[src/rtl/dragon_pkg.sv]
// dragon_pkg: Dragon line states, op codes and the pure next-state functions
package dragon_pkg;

    localparam logic [2:0] NP = 3'b000;
    localparam logic [2:0] SC = 3'b001;
    localparam logic [2:0] M  = 3'b010;
    localparam logic [2:0] SM = 3'b011;
    localparam logic [2:0] E  = 3'b100;

    localparam logic [1:0] OP_RD = 2'b00;
    localparam logic [1:0] OP_WR = 2'b01;
    localparam logic [1:0] OP_EV = 2'b10;

    // Unused encodings 101..111 collapse to NP so they can never look owned.
    function automatic logic [2:0] norm_state(input logic [2:0] s);
        return (s > E) ? NP : s;
    endfunction

    // Requester state after its own op; reserved op 11 behaves as a read.
    function automatic logic [2:0] next_req_state(input logic [1:0] op, input logic [2:0] cur, input logic shared);
        logic [2:0] c;
        c = norm_state(cur);
        if (op == OP_EV) return NP;
        if (op == OP_WR) return (shared && c != M && c != E) ? SM : M;
        return (c != NP) ? c : (shared ? SC : E);
    endfunction

    // Peer state after snooping; BusRd is applied before BusUpd.
    function automatic logic [2:0] snoop_state(input logic [2:0] cur, input logic bus_rd, input logic bus_upd);
        logic [2:0] s;
        s = norm_state(cur);
        if (bus_rd) s = (s == E) ? SC : (s == M) ? SM : s;
        if (bus_upd) s = (s != NP) ? SC : s;
        return s;
    endfunction

endpackage

[src/rtl/dragon_rr_arbiter.sv]
// dragon_rr_arbiter: round-robin one-hot grant starting at a rotating pointer
module dragon_rr_arbiter #(
    parameter int N = 4,
    localparam int W = $clog2(N)
) (
    input  logic         clk,
    input  logic         rst,
    input  logic [N-1:0] req,
    input  logic         adv,
    output logic [N-1:0] gnt,
    output logic [W-1:0] gnt_idx
);

    logic [W-1:0] ptr;
    logic [W-1:0] k;

    // Scan from the farthest offset down so the first requester at/after ptr wins.
    always_comb begin
        gnt = '0;
        gnt_idx = '0;
        k = '0;
        for (int i = N - 1; i >= 0; i--) begin
            k = W'((int'(ptr) + i) % N);
            if (req[k]) begin
                gnt = N'(1) << k;
                gnt_idx = k;
            end
        end
    end

    // Pointer moves just past the granted requester; holds when idle.
    always_ff @(posedge clk or posedge rst) begin
        if (rst) ptr <= '0;
        else if (adv && |req) ptr <= (int'(gnt_idx) == N - 1) ? '0 : gnt_idx + 1'b1;
    end

endmodule

[src/rtl/dragon_snoop_cluster.sv]
// dragon_snoop_cluster: N-cache Dragon update protocol on a serialised shared bus
module dragon_snoop_cluster import dragon_pkg::*; #(
    parameter int NUM_CACHES = 4,
    parameter int NUM_LINES = 16,
    parameter int IDX_W = $clog2(NUM_LINES),
    parameter int CNT_W = 16,
    localparam int CW = $clog2(NUM_CACHES)
) (
    input  logic                        clk,
    input  logic                        rst,
    input  logic [NUM_CACHES-1:0]       req_valid,
    input  logic [2*NUM_CACHES-1:0]     req_op,
    input  logic [IDX_W*NUM_CACHES-1:0] req_idx,
    output logic [NUM_CACHES-1:0]       req_ready,
    output logic [NUM_CACHES-1:0]       resp_valid,
    output logic                        resp_hit,
    output logic                        bus_rd,
    output logic                        bus_upd,
    output logic                        bus_flush,
    output logic                        bus_shared,
    input  logic [CW-1:0]               dbg_cache,
    input  logic [IDX_W-1:0]            dbg_idx,
    output logic [2:0]                  dbg_state,
    output logic [CNT_W-1:0]            cnt_rd,
    output logic [CNT_W-1:0]            cnt_upd,
    output logic [CNT_W-1:0]            cnt_flush
);

    logic [2:0] st [NUM_CACHES][NUM_LINES];
    logic [NUM_CACHES-1:0] gnt;
    logic [CW-1:0] gi;
    logic [1:0] op;
    logic [IDX_W-1:0] li;
    logic [2:0] cur, nxt;
    logic shared, accept, ev_rd, ev_upd, ev_flush;

    dragon_rr_arbiter #(.N(NUM_CACHES)) u_arb (
        .clk(clk),
        .rst(rst),
        .req(req_valid),
        .adv(accept),
        .gnt(gnt),
        .gnt_idx(gi)
    );

    assign req_ready = gnt;
    assign accept = |(req_valid & gnt);
    assign op = req_op[int'(gi)*2 +: 2];
    assign li = req_idx[int'(gi)*IDX_W +: IDX_W];
    assign cur = norm_state(st[gi][li]);
    assign nxt = next_req_state(op, cur, shared);
    assign ev_rd = accept && op != OP_EV && cur == NP;
    assign ev_upd = accept && op == OP_WR && shared && cur != M && cur != E;
    assign ev_flush = accept && op == OP_EV && (cur == M || cur == SM);
    assign dbg_state = (int'(dbg_cache) < NUM_CACHES) ? norm_state(st[dbg_cache][dbg_idx]) : NP;

    // Shared line: any peer holding the requested line, on pre-update state.
    always_comb begin
        shared = 1'b0;
        for (int p = 0; p < NUM_CACHES; p++)
            if (p != int'(gi) && norm_state(st[p][li]) != NP) shared = 1'b1;
    end

    // Requester takes its own next state; peers snoop the same line.
    always_ff @(posedge clk or posedge rst) begin
        if (rst) begin
            for (int c = 0; c < NUM_CACHES; c++)
                for (int i = 0; i < NUM_LINES; i++)
                    st[c][i] <= NP;
        end else if (accept) begin
            for (int c = 0; c < NUM_CACHES; c++)
                st[c][li] <= (c == int'(gi)) ? nxt : snoop_state(st[c][li], ev_rd, ev_upd);
        end
    end

    // Response, bus event flags and saturating event counters.
    always_ff @(posedge clk or posedge rst) begin
        if (rst) begin
            resp_valid <= '0;
            resp_hit <= 1'b0;
            bus_rd <= 1'b0;
            bus_upd <= 1'b0;
            bus_flush <= 1'b0;
            bus_shared <= 1'b0;
            cnt_rd <= '0;
            cnt_upd <= '0;
            cnt_flush <= '0;
        end else begin
            resp_valid <= accept ? gnt : '0;
            if (accept) begin
                resp_hit <= cur != NP;
                bus_rd <= ev_rd;
                bus_upd <= ev_upd;
                bus_flush <= ev_flush;
                bus_shared <= shared;
            end
            if (ev_rd && !(&cnt_rd)) cnt_rd <= cnt_rd + 1'b1;
            if (ev_upd && !(&cnt_upd)) cnt_upd <= cnt_upd + 1'b1;
            if (ev_flush && !(&cnt_flush)) cnt_flush <= cnt_flush + 1'b1;
        end
    end

endmodule

[config.mk]
export PLATFORM = sky130hd
export DESIGN_NAME = dragon_snoop_cluster
export DESIGN_NICKNAME = d
export VERILOG_FILES = /design/src/rtl/dragon_pkg.sv /design/src/rtl/dragon_rr_arbiter.sv /design/src/rtl/dragon_snoop_cluster.sv
export SDC_FILE = /design/constraint.sdc
export NUM_CORES = 1
export LEC_CHECK = 0
export BUFFER_PORTS_ARGS = -buffer_cell sky130_fd_sc_hd__buf_2
export CAP_MARGIN = 20
export CORE_MARGIN = 2
export CORE_UTILIZATION = 55
export CTS_BUF_LIST = sky130_fd_sc_hd__clkbuf_4 sky130_fd_sc_hd__clkbuf_8
export DETAILED_ROUTE_END_ITERATION = 8
export GPL_ROUTABILITY_DRIVEN = 0
export PLACE_DENSITY = 0.76
export SLEW_MARGIN = 20
export SYNTH_ARGS = -nofsm -noshare
export SYNTH_HDL_FRONTEND = slang
export SYNTH_SLANG_ARGS = --single-unit
[constraint.sdc]
create_clock -name clk -period 14.4 [get_ports clk]
set_input_delay 3.6 -clock clk [delete_from_list [all_inputs] [get_ports clk]]
set_output_delay 3.6 -clock clk [all_outputs]
set_load 0.05 [all_outputs]
==> out/summary.json <==
{
  "synthesis.nets": 1581,
  "maximum_number_of_pins_on_one_net_before_global_route_repair": 109,
  "type_of_the_tightest_min_delay_check": "flip-flop to flip-flop",
  "utilization_pct": 61.00,
  "synthFlopType": "dfrtp_1",
  "die_y_um": 176.4,
  "grt_setup_unrepaired": "false",
  "register_area_um2": 6281,
  "h-tree-depth": 2,
  "report.final.hold_viol_count": 0,
  "via_per_instance_ratio": 7.135,
  "syn-instance-count": 1534,
  "timing_worst_setup_path_type": "input pin to flip-flop",
  "cts_root_buf": "clkbuf_8",
  "multi_input_comb_area_um2": 9477,
  "synth.lib_cells_used.distinct": 79,
  "number_of_clock_buffers_inserted_by_tritoncts": 44,
  "critPathLaunchType": "input pin",
  "status": "complete, but fails checks",
  "postSynthRegisterBits": 251,
  "clkSinkCount": 251,
  "io_pins": 100,
  "final.period_utilization_pct": 78.15,
  "max-cap-violations": 0,
  "antenna-diode-count": 0,
  "grt_antenna_before_repair": 0,
  "worst_hold_path.num_cells": 2,
  "floorplan.rows": 63,
  "worst-endpoint-required_ns": 14.91,
  "floorplan.initialDensity_pct": 55.43,
  "post_drt_wl_per_cell_um": 25.81,
  "floorplan.die_area_um2": 31100,
  "cts.hold.buffers_added": 0,
  "synth_compound_area_share_pct": 13.44,
  "number_of_buffers_added_on_ports": 99,
  "synthToLayoutAreaGrowth_pct": 10.05,
  "final_common_cell": "dfrtp_1",
  "number_of_pins_with_negative_max_slew_slack_in_the_final_report": 0,
  "antenna_left": 0,
  "cp_max_fo": 70,
  "edff_count_synth": 0,
  "drt_pass1_iterations": 9,
  "arrival_ns": 11.76,
  "final_net_count": 1628,
  "ctsResizeCount": 0,
  "grt_pass1_vias": 13720,
  "yosys.area_share.xor_xnor_pct": 2.511,
  "async_flop_share_pct": 100.0,
  "violations_in_the_final_reports": "DRC",
  "fmaxAchievable_ghz": 0.08886,
  "final-setup-viol-count": 0,
  "capturing_element_type_of_the_critical_path": "flip-flop",
  "r2r_end": "st[108]",
  "max_slew.worst_pin.slew_ns": 1.157,
  "dpl_cell_area_um2": 16960,
  "synth_mux_area_share_pct": 27.14,
  "final_layout_size_suffix_gt1_share_pct": 28.89,
  "grt_pass1_wl_mm": 79.84,
  "hpwl_mm": 34.29,
  "post_synth.cell_area_avg_um2": 10.65,
  "detail_route.iter0.violations": 2134,
  "hold_path_origin": "bus_flush",
  "post_synth_fa_ha_maj_area_fraction_pct": 0.8423,
  "clock_latency_ns": 0.58,
  "track_usage_pct": 33.12,
  "rr_startpoint": "u_arb.ptr[0]",
  "most-common-layout-cells": "dfrtp_1 (251), nand2_1 (184), mux2_2 (128), o21ai_0 (110), mux4_2 (109)",
  "normalized_max_slew_margin_pct": 22.61,
  "tns_ns": 0,
  "post_cts_setup_buffer_count": 0,
  "synth_simple_gate_area_share_pct": 13.68,
  "tritoncts": "yes",
  "synthesis.area_um2": 16340,
  "die_w_um": 176.4,
  "layout.filler_cells": 2401,
  "rr_worst_depth": 19,
  "yosys_warnings": 0,
  "main_combinational_cell_family_by_area_after_synthesis": "multiplexers",
  "period_needed_ns": 11.25,
  "grt_overflow_total": 0,
  "core_area_um2": 29480,
  "design_area_um2": 17980,
  "min_delay_worst_endpoint": "bus_flush",
  "worst-r2r-setup-slack_ns": 4.84,
  "register_clock_pin_slew_on_the_reported_worst_setup_and_hold_paths_ns": 0.06,
  "num_vias": 14290,
  "fin_skew_ns": 0.02553,
  "postRouteWirelength_mm": 51.71,
  "drt_drc_violations_left": 3,
  "clk_path_buf_depth": 3,
  "synth.yosys.seq_area_share_pct": 38.44
}
==> flip-flops by register name, indices dropped and copies added, names as in the netlist <==
signal / count
st: 192
cnt_flush: 16
cnt_rd: 16
cnt_upd: 16
resp_valid: 4
u_arb.ptr: 2
bus_flush: 1
bus_rd: 1
bus_shared: 1
bus_upd: 1
resp_hit: 1
==> stage by stage <==
| stage | hold slack (ns) | cells | setup slack (ns) |
|---|---|---|---|
| final | 0.4787 | 2003 | 3.147 |
| after CTS | 0.4814 | 2003 | 3.426 |
| after detailed placement | 0.4670 | 1925 | 2.896 |
| after floorplan | 0.4743 | 1534 | 3.900 |
| after global placement | 0.4569 | 1925 | 3.186 |
| after global routing | 0.4973 | 2003 | 2.977 |
==> Yosys cell counts, drive strengths merged (4+ instances only) <==
library cell,n,share of area (%)
xnor2,34,1.9
a311oi,11,0.59
o22ai,4,0.15
a211oi,15,0.78
o32ai,5,0.38
nor3,27,0.86
a2111oi,5,0.27
and3,22,0.84
o21ai,124,3.9
nand4,21,0.80
inv,29,0.68
ha,11,0.84
nor2,76,1.8
o211ai,4,0.18
a21oi,35,1.1
a41oi,4,0.26
o221ai,4,0.25
o31ai,34,1.6
nand2,186,4.3
o31a,5,0.27
o21a,6,0.28
clkbuf,60,1.4
mux2,128,8.8
a211o,5,0.27
a32oi,6,0.32
buf,55,1.9
and2,8,0.31
mux2i,38,2.3
nor2b,7,0.31
nand3,105,3.2
mux4,115,16
a31oi,13,0.57
dfrtp,251,38
a22oi,29,1.3
and4,8,0.43
xor2,12,0.64
==> area by class of cell <==
type | count | area share (%)
clock buffers | 62 | 4.501
clock inverters | 16 | 1.037
inverters | 29 | 0.6610
multi-input cells | 1139 | 52.70
flip-flops and latches | 251 | 34.93
well taps | 390 | 2.713
repair buffers | 116 | 3.465
==> critical path, stage by stage <==
cell	delay, ns
buf_2	0.14
nor2b_1	0.16
a211oi_1	0.34
o21ai_1	0.38
nand3_4	0.20
buf_4	0.75
inv_1	0.82
o21ai_4	0.21
buf_4	0.61
nand2_2	0.64
a311oi_1	0.49
a311oi_1	0.09
a2111oi_0	0.83
nor3_2	0.17
xor2_1	0.42
nand2_1	0.52
a21oi_1	0.35
o22a_1	0.66
mux2_2	0.29
==> worst max path at each step <==
stage | from | to | slack [ns]
final | req_valid[0] | st[108] | 3.15
after floorplan | rst | bus_flush | 3.90
after detailed placement | req_valid[0] | st[153] | 2.90
after CTS | req_valid[0] | st[153] | 3.43
after global routing | req_valid[0] | st[123] | 2.98
after global placement | req_valid[2] | st[17] | 3.19
==> logic make-up after synthesis <==
logic type	Yosys count
AO/OA/AOI/OAI	325
adder cells (fa/ha/maj)	11
flip-flops	251
multiplexers	281
AND/OR/NAND/NOR	476
XOR/XNOR	46
buffers and inverters	144
==> layer usage <==
metal  part of all wire, %  track usage (%)  vias up
met5                     0                0        -
met4                   7.2            18.77        0
met3                    13            9.582      280
met2                    43            48.56     1143
met1                    37            44.23     6935
li1                      -                -     5934
Power is not shown: default switching activity piles up to over one toggle a cycle in this logic, so the estimate is an artifact.
